`config.mk`:
```
export PLATFORM = sky130hd
export DESIGN_NAME = hash_uart_tx_flat
export DESIGN_NICKNAME = d
export VERILOG_FILES = /design/src/rtl/hash_uart_tx_pkg.sv /design/src/rtl/hash_uart_tx_if.sv /design/src/rtl/hash_uart_tx_byte.sv /design/src/rtl/hash_uart_tx.sv /design/src/flat_wrapper.sv
export SDC_FILE = /design/constraint.sdc
export NUM_CORES = 1
export LEC_CHECK = 0
export CORE_AREA = 2 2 194 139
export CTS_CLUSTER_DIAMETER = 150
export DETAILED_ROUTE_END_ITERATION = 10
export DIE_AREA = 0 0 196 141
export PLACE_DENSITY = 0.85
export SETUP_SLACK_MARGIN = 0.15
export SKIP_LAST_GASP = 1
export SYNTH_ARGS = -nofsm -noshare
export SYNTH_HDL_FRONTEND = slang
export SYNTH_HIERARCHICAL = 1
export SYNTH_SLANG_ARGS = --single-unit
```
`constraint.sdc`:
```
create_clock -name clk -period 6.52 [get_ports clk]
set_input_delay 1.304 -clock clk [delete_from_list [all_inputs] [get_ports clk]]
set_output_delay 1.304 -clock clk [all_outputs]
set_load 0.005 [all_outputs]
```
`src/rtl/hash_uart_tx_pkg.sv`:
```
// Shared constants and FSM encoding for the hash UART transmitter.
// Optional build macro: HASH_TX_SYNC_BYTE_EN adds a leading 0xA5 sync frame.
package hash_tx_pkg;

  localparam int HASH_W     = 256;
  localparam int BYTE_W     = 8;
  localparam int NUM_BYTES  = 32;
  localparam int FRAME_BITS = 10;
  localparam logic [BYTE_W-1:0] SYNC_BYTE = 8'hA5;

`ifdef HASH_TX_SYNC_BYTE_EN
  localparam int NUM_FRAMES = NUM_BYTES + 1;
  localparam int CNT_W      = 6;
`else
  localparam int NUM_FRAMES = NUM_BYTES;
  localparam int CNT_W      = 5;
`endif

  // Line bits per hash transfer, start and stop bits included.
  localparam int XFER_BITS = NUM_FRAMES * FRAME_BITS;

  typedef enum logic [1:0] {
    IDLE  = 2'd0,
    START = 2'd1,
    DATA  = 2'd2,
    STOP  = 2'd3
  } tx_state_e;

endpackage

```
`src/rtl/hash_uart_tx_if.sv`:
```
// Valid/ready hash handoff between the SHA-256 core (master) and the UART transmitter (slave).
interface hash_uart_tx_if;
  import hash_tx_pkg::*;

  logic              hash_valid;
  logic              hash_ready;
  logic [HASH_W-1:0] hash_data;

  modport master (output hash_valid, output hash_data, input hash_ready);
  modport slave  (input hash_valid, input hash_data, output hash_ready);

endinterface

```
`src/rtl/hash_uart_tx_byte.sv`:
```
// 8N1 framer for one byte; data bits are read live from byte_data_i, so the caller must hold it
// stable for the frame. A byte_valid_i seen on the final stop-bit cycle starts the next frame with no gap.
module uart_tx_byte
  import hash_tx_pkg::*;
#(
  parameter int CLKS_PER_BIT = 868
) (
  input  logic              clk,
  input  logic              rst_n,
  input  logic              byte_valid_i,
  input  logic [BYTE_W-1:0] byte_data_i,
  output logic              byte_done_o,
  output logic              txd_o
);

  localparam int BAUD_W = $clog2(CLKS_PER_BIT);
  localparam logic [BAUD_W-1:0] BAUD_LAST = BAUD_W'(CLKS_PER_BIT - 1);

  tx_state_e         state_q;
  logic [BAUD_W-1:0] baud_q;
  logic [2:0]        bit_idx_q;
  logic              txd_q;
  logic              bit_end;

  assign bit_end     = (baud_q == BAUD_LAST);
  assign byte_done_o = (state_q == STOP) && bit_end;
  assign txd_o       = txd_q;

  // NOTE: sequential state uses non-blocking assignments only, so every register in this block
  // samples the pre-edge values of the others regardless of statement order.
  always_ff @(posedge clk or negedge rst_n) begin
    if (!rst_n) begin
      state_q   <= IDLE;
      baud_q    <= '0;
      bit_idx_q <= '0;
      txd_q     <= 1'b1;
    end else begin
      case (state_q)
        IDLE: begin
          baud_q    <= '0;
          bit_idx_q <= '0;
          txd_q     <= 1'b1;
          if (byte_valid_i) begin
            state_q <= START;
            txd_q   <= 1'b0;
          end
        end
        START: begin
          if (bit_end) begin
            baud_q    <= '0;
            bit_idx_q <= '0;
            txd_q     <= byte_data_i[0];
            state_q   <= DATA;
          end else begin
            baud_q <= baud_q + BAUD_W'(1);
          end
        end
        DATA: begin
          if (bit_end) begin
            baud_q <= '0;
            if (bit_idx_q == 3'd7) begin
              txd_q   <= 1'b1;
              state_q <= STOP;
            end else begin
              bit_idx_q <= bit_idx_q + 3'd1;
              txd_q     <= byte_data_i[bit_idx_q + 3'd1];
            end
          end else begin
            baud_q <= baud_q + BAUD_W'(1);
          end
        end
        STOP: begin
          if (bit_end) begin
            baud_q <= '0;
            if (byte_valid_i) begin
              txd_q   <= 1'b0;
              state_q <= START;
            end else begin
              txd_q   <= 1'b1;
              state_q <= IDLE;
            end
          end else begin
            baud_q <= baud_q + BAUD_W'(1);
          end
        end
        default: begin
          state_q <= IDLE;
          txd_q   <= 1'b1;
        end
      endcase
    end
  end

endmodule

```
`src/rtl/hash_uart_tx.sv`:
```
// Sends a 256-bit hash MSB byte first over an 8N1 UART line, frames back to back.
// Build macro HASH_TX_SYNC_BYTE_EN prefixes each transfer with a SYNC_BYTE frame.
module hash_uart_tx
  import hash_tx_pkg::*;
#(
  parameter int CLKS_PER_BIT = 868
) (
  input  logic           clk,
  input  logic           rst_n,
  hash_uart_tx_if.slave  hash_s,
  output logic           uart_txd_o,
  output logic           busy_o
);

  logic              hash_ready_q, hash_ready_d;
  logic [HASH_W-1:0] shreg_q, shreg_d;
  logic [CNT_W-1:0]  byte_cnt_q, byte_cnt_d;

  logic              accept;
  logic              last_frame;
  logic              byte_valid;
  logic              byte_done;
  logic [BYTE_W-1:0] byte_data;

  assign accept     = hash_s.hash_valid & hash_ready_q;
  assign last_frame = (byte_cnt_q == CNT_W'(NUM_FRAMES - 1));
  // High on the accept edge and at every stop-bit end except the last, chaining frames gap-free.
  assign byte_valid = accept | (~hash_ready_q & ~last_frame);

`ifdef HASH_TX_SYNC_BYTE_EN
  logic sync_sel;
  assign sync_sel  = (byte_cnt_q == '0);
  assign byte_data = sync_sel ? SYNC_BYTE : shreg_q[HASH_W-1 -: BYTE_W];
`else
  assign byte_data = shreg_q[HASH_W-1 -: BYTE_W];
`endif

  // NOTE: every variable gets its hold value first, so no path through this block infers a latch.
  always_comb begin
    hash_ready_d = hash_ready_q;
    shreg_d      = shreg_q;
    byte_cnt_d   = byte_cnt_q;
    if (accept) begin
      hash_ready_d = 1'b0;
      shreg_d      = hash_s.hash_data;
      byte_cnt_d   = '0;
    end else if (!hash_ready_q && byte_done) begin
      if (last_frame) begin
        hash_ready_d = 1'b1;
      end else begin
        byte_cnt_d = byte_cnt_q + CNT_W'(1);
`ifdef HASH_TX_SYNC_BYTE_EN
        if (!sync_sel) begin
          shreg_d = {shreg_q[HASH_W-BYTE_W-1:0], {BYTE_W{1'b0}}};
        end
`else
        shreg_d = {shreg_q[HASH_W-BYTE_W-1:0], {BYTE_W{1'b0}}};
`endif
      end
    end
  end

  // NOTE: the shift register is reset too, so an aborted transfer leaves no stale hash behind.
  always_ff @(posedge clk or negedge rst_n) begin
    if (!rst_n) begin
      hash_ready_q <= 1'b1;
      shreg_q      <= '0;
      byte_cnt_q   <= '0;
    end else begin
      hash_ready_q <= hash_ready_d;
      shreg_q      <= shreg_d;
      byte_cnt_q   <= byte_cnt_d;
    end
  end

  uart_tx_byte #(
    .CLKS_PER_BIT (CLKS_PER_BIT)
  ) u_byte (
    .clk          (clk),
    .rst_n        (rst_n),
    .byte_valid_i (byte_valid),
    .byte_data_i  (byte_data),
    .byte_done_o  (byte_done),
    .txd_o        (uart_txd_o)
  );

  assign hash_s.hash_ready = hash_ready_q;
  assign busy_o            = ~hash_ready_q;

endmodule

```
`src/flat_wrapper.sv`:
```
// flat-port wrapper written by rule: the top's interface ports become plain ports
module hash_uart_tx_flat import hash_tx_pkg::*;
#(
  parameter int CLKS_PER_BIT = 868
)
  (clk, rst_n, uart_txd_o, busy_o, hash_s_hash_valid, hash_s_hash_data, hash_s_hash_ready);
  hash_uart_tx_if hash_s_i ();
  input  logic clk;
  input  logic rst_n;
  output logic uart_txd_o;
  output logic busy_o;
  input wire logic [$bits(hash_s_i.hash_valid)-1:0] hash_s_hash_valid;
  input wire logic [$bits(hash_s_i.hash_data)-1:0] hash_s_hash_data;
  output wire logic [$bits(hash_s_i.hash_ready)-1:0] hash_s_hash_ready;
  assign hash_s_i.hash_valid = hash_s_hash_valid;
  assign hash_s_i.hash_data = hash_s_hash_data;
  assign hash_s_hash_ready = hash_s_i.hash_ready;
  hash_uart_tx #(.CLKS_PER_BIT(CLKS_PER_BIT)) u_core (.clk(clk), .rst_n(rst_n), .hash_s(hash_s_i), .uart_txd_o(uart_txd_o), .busy_o(busy_o));
endmodule
```
---- Word-level counts from Yosys, hierarchy flattened ----
Index checks and enable logic that the tools add are counted.
W data, S select, Z words.
word-level totals
  bits in registers ....................... 278
  input port bits ......................... 259
  output and inout bits ................... 3
  word-level logic and storage cells ...... 72
operators by class
  add/sub/neg operators ................... 3
  $lt $le $gt $ge ......................... 1
  equality and inequality tests ........... 13
  multiplexer cells ....................... 30
  bitwise logic cells ..................... 5
  reduce and logical (&&, ||, !) cells .... 13
operator list
  kind                     count
  $mux W256                3
  $pmux W10 S2             1
  $mux W5                  3
  $add A10 B1 Y10 const B  1
  $eq A10 B10 Y1 const B   1
  $mux W1                  10
  $mux W10                 1
  $mux W2                  5
  $ne A2 B2 Y1 const B     5
  $mux W3                  3
  $pmux W3 S3              1
  $pmux W2 S4              1
  $add A5 B1 Y5 const B    1
  $eq A5 B5 Y1 const B     1
  $reduce_and A5 Y1        1
  $eq A2 B2 Y1 const B     2
  $lt A3 B4 Y1 const B     1
  $ne A2 B1 Y1 const B     2
  $pmux W1 S4              1
  $reduce_and A2 Y1        2
  $reduce_and A4 Y1        1
  $reduce_bool A2 Y1       2
  $add A3 B1 Y3 const B    1
  $bmux W1 S3              1
  other kinds (11)         14

---- Logic depth before layout (Yosys ltp) ----
Gate-level depths: netlist of the first run.
  depth in word-level cells ............... 7
  gate-level depth with buffers ........... 10
  depth with buffers taken out ............ 7

---- By module ----
The synthesis of the first run kept the hierarchy.
by module, submodules not included
  module        instances  cells an instance  area an instance (um2)  seq. area each (um2)
  hash_uart_tx  1          1433               12169.2                 6557.5
  uart_tx_byte  1          96                 985.9                   401.6

---- Worst setup path before layout of the first run ----
No wires, ideal clock.
  path type ............................... in2reg
  from .................................... input hash_s_hash_valid
  to ...................................... register u_core.u_byte.state_q[0]
  library setup time ...................... 0.087 ns
  data arrival time ....................... 2.193 ns
  required time ........................... 6.433 ns
  slack ................................... 4.240 ns
  stages on the path ...................... 5
  path buffers ............................ 0
  path through ............................ nor2_1 -> a21oi_1 -> nor2b_1 -> or4_1 -> a22oi_1
on the way
  longest elaborated chain between the ends .. 5
  elaborated cells between the ends (all ways) .. 7
  those cells by class .................... eq/ne (1); mux (3); bitwise (2); reduce/logical (1)
RTL lines
  what                   line                     text
  from (decl)            flat_wrapper.sv:12       input wire logic [$bits(hash_s_i.hash_valid)-1:0] hash_s_hash_valid;
  $and A1 B1 Y1 *        hash_uart_tx.sv:25       assign accept = hash_s.hash_valid & hash_ready_q;
  $or A1 B1 Y1 *         hash_uart_tx.sv:28       assign byte_valid = accept | (~hash_ready_q & ~last_frame);
  net u_core.byte_valid  hash_uart_tx.sv:21       logic byte_valid;
  $mux W1                hash_uart_tx_byte.sv:75  if (byte_valid_i) begin
  $mux W2                hash_uart_tx_byte.sv:73  if (bit_end) begin
  $pmux W2 S4            hash_uart_tx_byte.sv:38  case (state_q)
  to (signal assigned)   hash_uart_tx_byte.sv:44  state_q <= START;
  to (signal assigned)   hash_uart_tx_byte.sv:77  state_q <= START;
  to (signal assigned)   hash_uart_tx_byte.sv:80  state_q <= IDLE;
  to (decl)              hash_uart_tx_byte.sv:19  tx_state_e state_q;
The timed path passes the listed nets; every way through them passes the cells marked *. The select of a mux whose other input is x is not followed.
A chain may end at the register's enable or synchronous reset.

---- Final worst setup path of the first run ----
  from .................................... register u_core.u_byte.baud_q[0]
  to ...................................... register u_core.shreg_q[82]
on the way
  longest elaborated chain between the ends .. 5
RTL lines
  what                                 line                     text
  from (decl)                          hash_uart_tx_byte.sv:20  logic [BAUD_W-1:0] baud_q;
  from (signal assigned)               hash_uart_tx_byte.sv:55  baud_q <= baud_q + BAUD_W'(1);
  from (signal assigned)               hash_uart_tx_byte.sv:69  baud_q <= baud_q + BAUD_W'(1);
  from (signal assigned)               hash_uart_tx_byte.sv:83  baud_q <= baud_q + BAUD_W'(1);
  $eq A10 B10 Y1                       hash_uart_tx_byte.sv:25  assign bit_end = (baud_q == BAUD_LAST);
  $logic_and A1 B1 Y1                  hash_uart_tx_byte.sv:26  assign byte_done_o = (state_q == STOP) && bit_end;
  net u_core.byte_done                 hash_uart_tx.sv:22       logic byte_done;
  $logic_and A1 B1 Y1                  hash_uart_tx.sv:47       end else if (!hash_ready_q && byte_done) begin
  $reduce_bool A2 Y1 (no source line)  n/a
  $reduce_and A2 Y1 (no source line)   n/a
  to (signal assigned)                 hash_uart_tx.sv:71       shreg_q <= shreg_d;
  to (decl)                            hash_uart_tx.sv:16       logic [HASH_W-1:0] shreg_q, shreg_d;
The timed path passes the listed nets, and every way through them passes these cells.

==> metrics.cfg, run 1 <==
[worst_hold_path]
hold_class = flip-flop to flip-flop

[critical_path]
reg2regPathDepth = 9
path_cells = ha_1, nand4b_1, nor3_1, and2_1, or3b_1, buf_4, nand2_8, buf_4, a31oi_1
cpMostUsedCell = buf_4
path_max_fanout = 133
start_kind = flip-flop
startpoint = u_core/u_byte/baud_q[0]
r2r_slack_ns = 3.06
crit_end = u_core/shreg_q[82]
crit_path_end_kind = flip-flop
worstPathArrival_ns = 3.82
r2r-start = u_core/u_byte/baud_q[0]
path_buf_inv = 2
critPathSlowestCell = nand2_8
max_stage_delay_ns = 0.60
cp_top_family = simple AND/OR/NAND/NOR gates
rr_endpoint = u_core/shreg_q[82]
critical_path_class = flip-flop to flip-flop
path_depth = 9
required_ns = 6.88

[routing]
dr_wl_met3_mm = 2.60
highest_layer = met4
firstDrtPassIters = 5
wl_met1_mm = 16.1
wl_per_cell_um = 17.3
drtAntennaViolNets = 0
drt_wl_total_mm = 35.6
wl_met2_mm = 16.0
dr.first_iter.drc_count = 1364
vias_per_cell = 5.84
vias = 12000
drcViolationCount = 0

[layout]
fill_cells = 2064
layout-drive-gt1-share_pct = 4.60
multi_input_area_sq_um = 5460
post-route-util_pct = 63.9
register_area_sq_um = 6960
syn2layout_area_growth_pct = 26.3
finalNetCount = 1964

[placement]
dp_hpwl_mm = 22.4
place_congestion = 0.879
pre_cts_ws_ns = 2.72
io_buffers = 261

[yosys]
ys_ff_latch = 278
synth_top_family_by_area = simple AND/OR/NAND/NOR gates
synth_warnings = 6
yosys.area_share.simple_pct = 26.7
synthArstFlopShare_pct = 100
synthAdderAreaFrac_pct = 0.951
netlist_instances = 1529
syn-num-nets = 1798
ys_top_cells_by_count = 507 x nand2_1, 276 x dfrtp_1, 227 x nor3_1
ys.flop_type = dfrtp_1
ys_top_cells_by_area = dfrtp_1 53%, nand2_1 14%, a31oi_1 11%
synthDistinctLibCells = 45
synth_top_cell_by_area = dfrtp_1
synth_edf_count = 0
netlist_area_sq_um = 13200
ys_seq_area_share_pct = 52.9
synth_top_area_share_pct = 52.5
synth_mux_area_share_pct = 0.656
synth_xor_area_share_pct = 0.599
postSynthAreaPerCell_sq_um = 8.60
synth_most_common_cell = nand2_1
synth_compound_area_share_pct = 12.3

[outcome]
status = finished, final reports clean

[sta]
max-slew-margin-rel_pct = 25.5
rsz0062_at_grt = no
setup_slack_ns = 3.06
max_slew.worst_pin.slew_ns = 1.12
report.final.slew_viol_count = 0
finalCritPeriodShare_pct = 53.1
setup_violations = 0
max_freq_ghz = 0.289
finalHoldViolCount = 0
skew_ns = 0.0212
setup_tns_ns = 0
post-route-min-period_ns = 3.46

[clock_network]
post_cts_resized = 0
path_clk_slew_ns = 0.06
clk_latency_ns = 0.54
clock_sinks = 278
root_buffer = clkbuf_16
cts_tree = done
cts_hold_buf = 0
cts_max_path_buffers = 3
postCtsSetupRepairBufs = 0
cts_made_buffers = 28
h-tree-depth = 1

[run]
maxCapViolations = 0

[power]
p_int_w = 0.00336
p_sw_share_pct = 25.4
clockPowerShare_pct = 38.3
seqPwrFrac_pct = 46.3
power_leakage_nw = 6.94
switching_power_w = 0.00115
power_frac_comb_pct = 15.4
cellPowerDensity_nw_per_um2 = 271
ir_drop_uv = 181

[die]
die-area_sq_um = 27600
initial_core_util_pct = 50.5
core.rowCount = 50
die_w_um = 196
placeableCoreArea_sq_um = 26000
die_y_um = 141
pin_count = 262

[grt]
grt_pass1_vias = 11300
grt-ovfl-total = 0
antenna_found_initial = 1
track_usage_pct = 25.2
grt_pass1_wl_mm = 57.5
grt_max_degree = 227

power groups by stage:
stage	Clock, W	Sequential [W]	Combinational, W
floorplan	0	0.00207	0.000398
global placement	0	0.00210	0.000666
detailed placement	0	0.00211	0.000690
CTS	0.00175	0.00208	0.000697
global route	0.00183	0.00211	0.000780
finish	0.00172	0.00209	0.000693
worst reg2reg max path, stage by stage (launching register included):
cell and delay, ns:
dfrtp_1 0.38, ha_1 0.30, nand4b_1 0.18, nor3_1 0.22, and2_1 0.18, or3b_1 0.35, buf_4 0.25, nand2_8 0.60
buf_4 0.60, a31oi_1 0.23
how the worst min path moves through the flow:
stage | start | end | slack [ns] | cells after the start
floorplan | u_core/byte_cnt_q[3] | u_core/byte_cnt_q[3] | 0.44 | 1
global placement | u_core/byte_cnt_q[3] | u_core/byte_cnt_q[3] | 0.45 | 1
detailed placement | u_core/byte_cnt_q[3] | u_core/byte_cnt_q[3] | 0.46 | 1
CTS | u_core/byte_cnt_q[3] | u_core/byte_cnt_q[3] | 0.47 | 1
global route | u_core/u_byte/txd_o | u_core/u_byte/txd_o | 0.50 | 2
finish | u_core/byte_cnt_q[3] | u_core/byte_cnt_q[3] | 0.47 | 1
cells by family after synthesis:
group / Yosys count
buffers and inverters: 142
muxes: 7
adders and majority gates: 10
xor gates and xnor gates: 9
DFF: 278
AOI/OAI and AO/OA: 260
and+or+nand+nor: 823
through the flow:
step                      hold WS (ns)  instances  instance area, sq um  power [W]
after floorplan                  0.438       1529                 13200    0.00247
after CTS                        0.473       2055                 16600    0.00453
after detailed placement         0.463       2003                 15600    0.00280
after global placement           0.454       2003                 15600    0.00277
after global routing             0.500       2055                 16600    0.00472
final                            0.471       2056                 16600    0.00451
registers in the layout (all words and copies together) (netlist names):
register                  flops
u_core/byte_cnt_q             5
u_core/hash_s.hash_ready      1
u_core/shreg_q              256
u_core/u_byte/baud_q         10
u_core/u_byte/bit_idx_q       3
u_core/u_byte/state_q         2
u_core/u_byte/txd_o           1
final cells by class:
| class | instances | area share (%) |
|---|---|---|
| tap | 338 | 2.54 |
| sequential | 278 | 41.9 |
| multi-input combinational | 1109 | 32.8 |
| antenna | 1 | 0.0151 |
| timing repair buffer | 274 | 16.6 |
| clock inverter | 15 | 1.11 |
| inverter | 4 | 0.0903 |
| clock buffer | 37 | 4.91 |
layer usage:
metal	GRT usage, %	vias up
met5	0	-
met4	7.26	0
met3	4.83	82
met2	37.7	492
met1	37.6	5785
li1	-	5642
cells in the final DEF (no fill, tap or decap), drive strengths merged, types with 2 or more instances in the layout:
cell,netlist,layout
nand2,509,509
dfrtp,276,276
clkdlybuf4s50,0,260
nor3,228,228
a31oi,224,224
nand3,40,40
clkbuf,30,37
nor2,24,24
a21oi,19,19
buf,108,14
ha,10,10
clkinv,0,9
o21ai,8,8
xnor2,5,5
inv,4,5
bufinv,0,4
xor2,4,4
nand4,3,3
mux2i,3,3
mux2,3,3
nor2b,3,3
and2,3,3
and3,2,2
dfstp,2,2
a22oi,2,2
a22o,2,2
nor3b,2,2
Power figures use the tool's default switching activity.
==> run 2, diff against run 1 <==
Settings changed: CORE_AREA 2 2 194 139 to 2 2 203 145, DIE_AREA 0 0 196 141 to 0 0 205 147, PLACE_DENSITY 0.85 to 0.82.
Clock period 6.52 ns to 3 ns, I/O delays scaled along.
==> metrics.cfg, run 2 (synthesis gave the netlist of run 1 again) <==
[outcome]
status = finished, final reports clean

[sta]
setup_slack_ns = 0.444
max_slew.worst_pin.slew_ns = 0.595
report.final.slew_viol_count = 0
max_freq_ghz = 0.391
post-route-min-period_ns = 2.56
max-slew-margin-rel_pct = 60.3
finalHoldViolCount = 0
finalCritPeriodShare_pct = 85.2
setup_tns_ns = 0
rsz0062_at_grt = no
skew_ns = 0.0150
setup_violations = 0

[layout]
mostFrequentLayoutCells = 507 x nand2_1, 276 x dfrtp_1, 260 x clkdlybuf4s50_1
top_regs = u_core/shreg_q: 256 flops, u_core/u_byte/baud_q: 10 flops, u_core/byte_cnt_q: 5 flops
post-route-util_pct = 60.3
layout_commonest_cell = nand2_1
layout-drive-gt1-share_pct = 6.28
largest-register = u_core/shreg_q
largest_reg_flops = 256
finalNetCount = 2001
syn2layout_area_growth_pct = 30.1

[grt]
grt_max_degree = 115
grt_pass1_vias = 11900
grt_pass1_wl_mm = 60.9
grt-ovfl-total = 0
antenna_found_initial = 1
track_usage_pct = 24.7

[clock_network]
cts_max_path_buffers = 3
path_clk_slew_ns = 0.06
clock_sinks = 278
cts_tree = done
root_buffer = clkbuf_16
cts_made_buffers = 28
h-tree-depth = 1
clk_latency_ns = 0.54

[routing]
drt_wl_total_mm = 38.1
dr.first_iter.drc_count = 1238
vias = 12300
wl_per_cell_um = 17.9
drtAntennaViolNets = 0
vias_per_cell = 5.77
drcViolationCount = 0
firstDrtPassIters = 6

[critical_path]
r2r_slack_ns = 0.44
critical_path_class = flip-flop to flip-flop
worstPathArrival_ns = 2.95
max_stage_delay_ns = 0.51
path_max_fanout = 47
required_ns = 3.40
start_kind = flip-flop
path_cells = or3_1, nor3_1, and2_1, or3b_1, nand2_8, buf_12, a31oi_1
crit_path_end_kind = flip-flop
critPathSlowestCell = or3b_1

[die]
die-area_sq_um = 30100
placeableCoreArea_sq_um = 28400
core.rowCount = 52
initial_core_util_pct = 46.4
pin_count = 262
die_y_um = 147
die_w_um = 205

[power]
power_leakage_nw = 7.14
seqPwrFrac_pct = 47.9
power_frac_comb_pct = 16.2
p_sw_share_pct = 26.3
switching_power_w = 0.00249
p_int_w = 0.00698
ir_drop_uv = 282
cellPowerDensity_nw_per_um2 = 553
clockPowerShare_pct = 35.8

[placement]
io_buffers = 261
dp_hpwl_mm = 25.0
place_congestion = 0.837
pre_cts_ws_ns = 0.333

[worst_hold_path]
hold_class = input pin to asynchronous set/reset pin

[run]
maxCapViolations = 0

-- run 2: cell type report --
cell class,instances,area (sq um)
fillers,2367,11200
flip-flops and latches,278,6960
multi-input cells,1110,5480
repair buffers,310,3300
clock buffers,42,835
well taps,378,473
clock inverters,8,55.1
inverters,4,15.0
diodes,3,7.51
-- run 2: timing repair --
action / CTS / global route
endpoints found under the setup margin: 0 / 143
setup buffers: 0 / 5
resized for setup: 0 / 2
hold buffers: 0 / 0
-- run 2: worst paths after layout --
path | startpoint | end | cells after the start
max in group asynchronous | rst_n | u_core/shreg_q[188] | 2
hold / removal | rst_n | u_core/shreg_q[242] | 1
setup reg to reg | u_core/u_byte/baud_q[2] | u_core/shreg_q[82] | 7
setup / recovery | u_core/u_byte/baud_q[2] | u_core/shreg_q[82] | 7
hold reg to reg | u_core/byte_cnt_q[3] | u_core/byte_cnt_q[3] | 1
min in group clk | u_core/byte_cnt_q[3] | u_core/byte_cnt_q[3] | 1
-- run 2: through the flow --
stage          std cells  power (W)  hold slack, ns  cell area, sq um
2_1_floorplan       1529    0.00537           0.304             13200
4_1_cts             2124    0.00952          0.0510             17100
3_3_place_gp        2074    0.00602           0.457             16200
5_1_grt             2131    0.00990          0.0781             17100
6_report            2133    0.00947          0.0290             17100
3_5_place_dp        2074    0.00610           0.466             16200
-- run 2: worst max-delay path, delay by kind of cell, from the launching register on --
family / cells / cell delay (ns)
buf+inv: 1 / 0.26
flops: 1 / 0.46
simple gates: 5 / 1.56
compound gates: 1 / 0.12
-- run 2: power by group through the flow --
stage / Sequential [W] / Clock [W] / Combinational, W
after detailed placement: 0.00459 / 0 / 0.00151
after global routing: 0.00459 / 0.00359 / 0.00171
after global placement: 0.00457 / 0 / 0.00145
after floorplan: 0.00451 / 0 / 0.000866
after CTS: 0.00453 / 0.00345 / 0.00153
final: 0.00454 / 0.00340 / 0.00154
-- run 2: routing by layer --
layer	GRT usage, %	wire length, um	vias up	part of all wire (%)
met1	36.3	16900	5972	44
met2	38.8	17700	544	46
met4	4.89	607	0	1.6
met5	0	0	-	0
li1	-	-	5735	-
met3	4.19	2960	50	7.8
==> RTL edit 1, RTL diff (config.mk and constraints of run 2) <==
Build with the macro `HASH_TX_SYNC_BYTE_EN` defined.
--- a/src/rtl/hash_uart_tx_pkg.sv
+++ b/src/rtl/hash_uart_tx_pkg.sv
@@ -2,2 +2,4 @@
 // Optional build macro: HASH_TX_SYNC_BYTE_EN adds a leading 0xA5 sync frame.
+`define HASH_TX_SYNC_BYTE_EN
+
 package hash_tx_pkg;
Function: same outputs for any inputs over 10 cycles, from zero or initial values and one cycle with rst_n low; that may be too few to reach the edited logic, so the function may still have changed.
==> RTL edit 1 against run 2 <==
Synthesized area increased by 13%. Routed wire length is 4.2% higher. Hold slack gained 0.015 ns. Sequential cell count grew 1. Sequential share of layout area shrank 3.3 points. Sequential power increased by 2%. Via count up 1.0%. Fmax down 2.9%. Total power increased by 6.8%. Non-clock buffer count shrank 21. Cell area up 9.2%. Setup slack worse by 0.076 ns. Synthesized cell count increased by 2.3%.
==> RTL edit 1: results (changes against run 2) <==
| Metric | Value |
|---|---|
| Comb pwr | 1690 uW (+9.7%) |
| Top Registers | u_core/shreg_q (256), u_core/u_byte/baud_q (10), u_core/byte_cnt_q (6) |
| Number of violations reported at the end of detailed-routing iteration 0 | 1,172 (-5.3%) |
| Biggest area contributors in the synthesized netlist | sky130_fd_sc_hd__dfrtp_1, sky130_fd_sc_hd__o211ai_2, sky130_fd_sc_hd__nand2_1 |
| Fill cell count | 2,177 (-8.0%) |
| Number of non-clock buffers | 289 (-6.8%) |
| Sequential element share of the synthesized area | 47.0% (-5.9 points) |
| Portion of the layout cell area used by clock cells | 5.41% (+0.22 points) |
| Sequential portion of the cell area | 37.4% (-3.3 points) |
| Proportion of synthesized area in mux cells | 0.715% (+0.059 points) |
| Static leakage | 0.00803 uW (+12%) |
| Launching element of the worst setup path | u_core/byte_cnt_q[0] |
| Capture instance of the worst register-to-register path | u_core/shreg_q[146] |
| Top cell family by delay on the critical path | buffers and inverters |
| Power spent charging and discharging nets | 2640 uW (+6.1%) |
| Slowest cell on crit path | sky130_fd_sc_hd__buf_4 |
| Detail Route met2 WL | 18.1 mm (+2.4%) |
| Outcome | finished, final reports clean |
| ANT cells | 2 (-1) |
| Data arrival, critical path | 3.10 ns (+0.15 ns) |
| Max Used Layer | met5 |
| Synth-to-layout area growth | 25.7% |
| Antenna violations before repair | 3 (+2) |
| Maximum fanout encountered on the critical timing path | 140 (+200%) |
| Instance count after placement with tap cells included | 2,088 (+0.68%) |
| Non-clock buffering overhead in the final layout | 16.4% (-2.9 points) |
| Via count of the first global-routing pass | 12,398 (+4.5%) |
| Most used standard cells in the synthesized netlist | sky130_fd_sc_hd__nand2_1, sky130_fd_sc_hd__dfrtp_1, sky130_fd_sc_hd__nand3_1 |
| Setup clock skew after layout | 0.0167 ns (+0.00171 ns) |
| Post-synthesis adder-cell area fraction | 0.841% (-0.11 points) |
| Max incr delay on CP | 0.67 ns (+0.16 ns) |
| Compound-cell area share of the yosys netlist | 21.6% (+9.3 points) |
| Setup slack of the most critical reg-to-reg path | 0.37 ns (-0.08 ns) |
| Seq power | 4640 uW (+2%) |
| Count of multi-input gates | 1,134 (+2.2%) |
| Final Net Count | 2,010 (+0.45%) |
| Routability cong. | 0.842 (+0.63%) |
| Met3 WL post-DR | 2.82 mm (-4.7%) |
| Clock sink count | 279 (+0.36%) |
| Proportion of layout cells with a drive suffix above 1 | 19.2% (+13 points) |
| Inserted Clock Buffers | 29 (+3.6%) |
| Routed length per instance | 18.6 um (+3.8%) |
| Share of the synthesized netlist area taken by xor and xnor gates | 0.471% (-0.13 points) |
| Cell Area, Placed | 17,700 sq um (+9.3%) |
| Overall global routing resource usage | 26.7% (+2.0 points) |
RTL edit 1: cell families after synthesis:
| group | count (synthesis) |
|---|---|
| and+or+nand+nor | 836 |
| DFF | 279 |
| adders and majority gates | 10 |
| xor gates and xnor gates | 8 |
| AOI/OAI and AO/OA | 271 |
| buffers and inverters | 151 |
| muxes | 9 |
RTL edit 1: worst max-delay path by stage:
stage                                     endpoint  slack (ns)  cells after the start
final                          u_core/shreg_q[146]        0.37                      7
after global placement    u_core/u_byte/state_q[0]        0.47                      9
after CTS                 u_core/u_byte/state_q[0]        0.36                      9
after global routing           u_core/shreg_q[146]        0.22                      7
after detailed placement         u_core/shreg_q[3]        0.38                      8
after floorplan                u_core/u_byte/txd_o        0.64                     10
RTL edit 1: routing by layer:
metal / global-route usage [%] / vias to the layer above
met2: 40.2 / 446
met5: 0 / -
met4: 6.08 / 2
met1: 40.2 / 6125
li1: - / 5797
met3: 4.99 / 57
==> RTL edit 2, RTL diff (settings of run 2) <==
Made on the original files. Re-encode `tx_state_e` (4 states) as one-hot, 4 bits wide.
--- a/src/rtl/hash_uart_tx_pkg.sv
+++ b/src/rtl/hash_uart_tx_pkg.sv
@@ -21,7 +21,7 @@
 
-  typedef enum logic [1:0] {
-    IDLE  = 2'd0,
-    START = 2'd1,
-    DATA  = 2'd2,
-    STOP  = 2'd3
+  typedef enum logic [3:0] {
+    IDLE  = 4'b0001,
+    START = 4'b0010,
+    DATA  = 4'b0100,
+    STOP  = 4'b1000
   } tx_state_e;
Function: same outputs for any inputs over 10 cycles, from zero or initial values and one cycle with rst_n low; not proved beyond that.
==> RTL edit 2 against run 2 <==
Setup slack got worse by 0.17 ns. Synthesized area rose by 1.6%. Cell area rose by 2.7%. Clock skew rose by 0.0084 ns. Synthesized cell count rose by 2.4%. Count of clock-buffer cells in the layout fell by 7. Routed wire length rose by 3.9%. Sequential cell count rose by 2. Largest power group unchanged. Total power rose by 3.0%. Critical path depth rose by 1. Critical endpoint is now u_core/shreg_q[51].
==> RTL edit 2: results (changes against run 2) <==
| Metric | Value |
|---|---|
| Maximum fanout encountered on the critical timing path | 45 (-4.3%) |
| Critical Path End | u_core/shreg_q[51] |
| Slowest cell on crit path | sky130_fd_sc_hd__or4b_4 |
| Number of cells in the finished layout apart from fillers | 2,173 (+1.9%) |
| Max incr delay on CP | 0.49 ns (-0.02 ns) |
| Pin count of the biggest net entering global routing | 80 (-30%) |
| First-pass GRT wire length | 62.1 mm (+2.0%) |
| Most used standard cells in the synthesized netlist | sky130_fd_sc_hd__nand2_1, sky130_fd_sc_hd__dfrtp_1, sky130_fd_sc_hd__a31oi_1 |
| Sequential element share of the synthesized area | 52.4% (-0.46 points) |
| Setup slack of the most critical reg-to-reg path | 0.27 ns (-0.17 ns) |
| Data arrival, critical path | 3.15 ns (+0.20 ns) |
| Proportion of layout cells with a drive suffix above 1 | 7.05% (+0.78 points) |
| Maximum level of the CTS H-tree | 1 (unchanged) |
| Vias/cell | 5.86 (+1.7%) |
| Biggest area contributors in the synthesized netlist | sky130_fd_sc_hd__dfrtp_1, sky130_fd_sc_hd__nand2_1, sky130_fd_sc_hd__a31oi_1 |
| Instance count after placement with tap cells included | 2,104 (+1.4%) |
| Static leakage | 0.00730 uW (+2.2%) |
| Number of violations reported at the end of detailed-routing iteration 0 | 1,309 (+5.7%) |
| Final Net Count | 2,028 (+1.3%) |
| Outcome | finished, final reports clean |
| Worst slew margin relative to its limit | 26.3% (-34 points) |
| Setup clock skew after layout | 0.0234 ns (+0.00843 ns) |
| Capture instance of the worst register-to-register path | u_core/shreg_q[51] |
| Library cells used by synthesis | 46 (+2.2%) |
| Worst IR Drop VDD | 0.000371 V (+32%) |
| Detailed Place HPWL | 25.7 mm (+3.0%) |
| Cells on worst reg2reg path | 8 (+1) |
| Antenna violations before repair | 11 (+10) |
| Via count of the first global-routing pass | 11,966 (+0.87%) |
| Routed length per instance | 18.2 um (+2.0%) |
| Clock latency on the worst-skew pair | 0.56 ns (+0.02 ns) |
| Routability cong. | 0.870 (+3.9%) |
==> RTL edit 2: area by class of cell <==
| class | instances | area (sq um) |
|---|---|---|
| antenna | 9 | 22.5 |
| clock buffer | 35 | 797 |
| clock inverter | 17 | 215 |
| fill | 2375 | 10800 |
| inverter | 6 | 22.5 |
| multi-input combinational | 1135 | 5630 |
| sequential | 280 | 7010 |
| tap | 378 | 473 |
| timing repair buffer | 313 | 3410 |
==> RTL edit 2: metrics by stage <==
step / worst slack (ns) / util (%) / hold slack [ns] / instance area, sq um
floorplan: 0.214 / - / 0.304 / 13400
detailed placement: 0.0985 / 57.7 / 0.466 / 16400
global placement: 0.242 / 57.7 / 0.451 / 16400
CTS: 0.218 / 61.5 / 0.0495 / 17400
finish: 0.270 / 62.0 / 0.0227 / 17600
global route: 0.141 / 61.9 / 0.0637 / 17600
==> RTL edit 2: where the power goes <==
part / internal, uW / switching, uW
sequential: 4240 / 318
clock: 2240 / 1550
combinational: 765 / 653
total: 7240 / 2520
==> RTL edit 2: cells by family after synthesis <==
| group | Yosys count | synth area share [%] |
|---|---|---|
| flip-flops | 280 | 52.4 |
| adder cells (fa/ha/maj) | 5 | 0.468 |
| XOR/XNOR | 4 | 0.262 |
| AND/OR/NAND/NOR | 838 | 26.9 |
| multiplexers | 7 | 0.749 |
| AO/OA/AOI/OAI | 279 | 13.1 |
| buffers and inverters | 153 | 6.12 |
==> RTL edit 2: repair_timing <==
item	CTS	global route
endpoints found under the hold margin	0	0
pin swaps	1	0
endpoints found under the setup margin	116	235
cloned	2	4
gates resized for setup	4	8
setup buffers	0	2
==> RTL edit 2: layer usage <==
layer  wire, um  vias up  global-route usage [%]
li1           -     5884                       -
met1      17200     6141                    37.8
met2      18000      629                    37.1
met3       3350       81                    4.68
met4       1030        4                    8.92
met5         30        -                       0
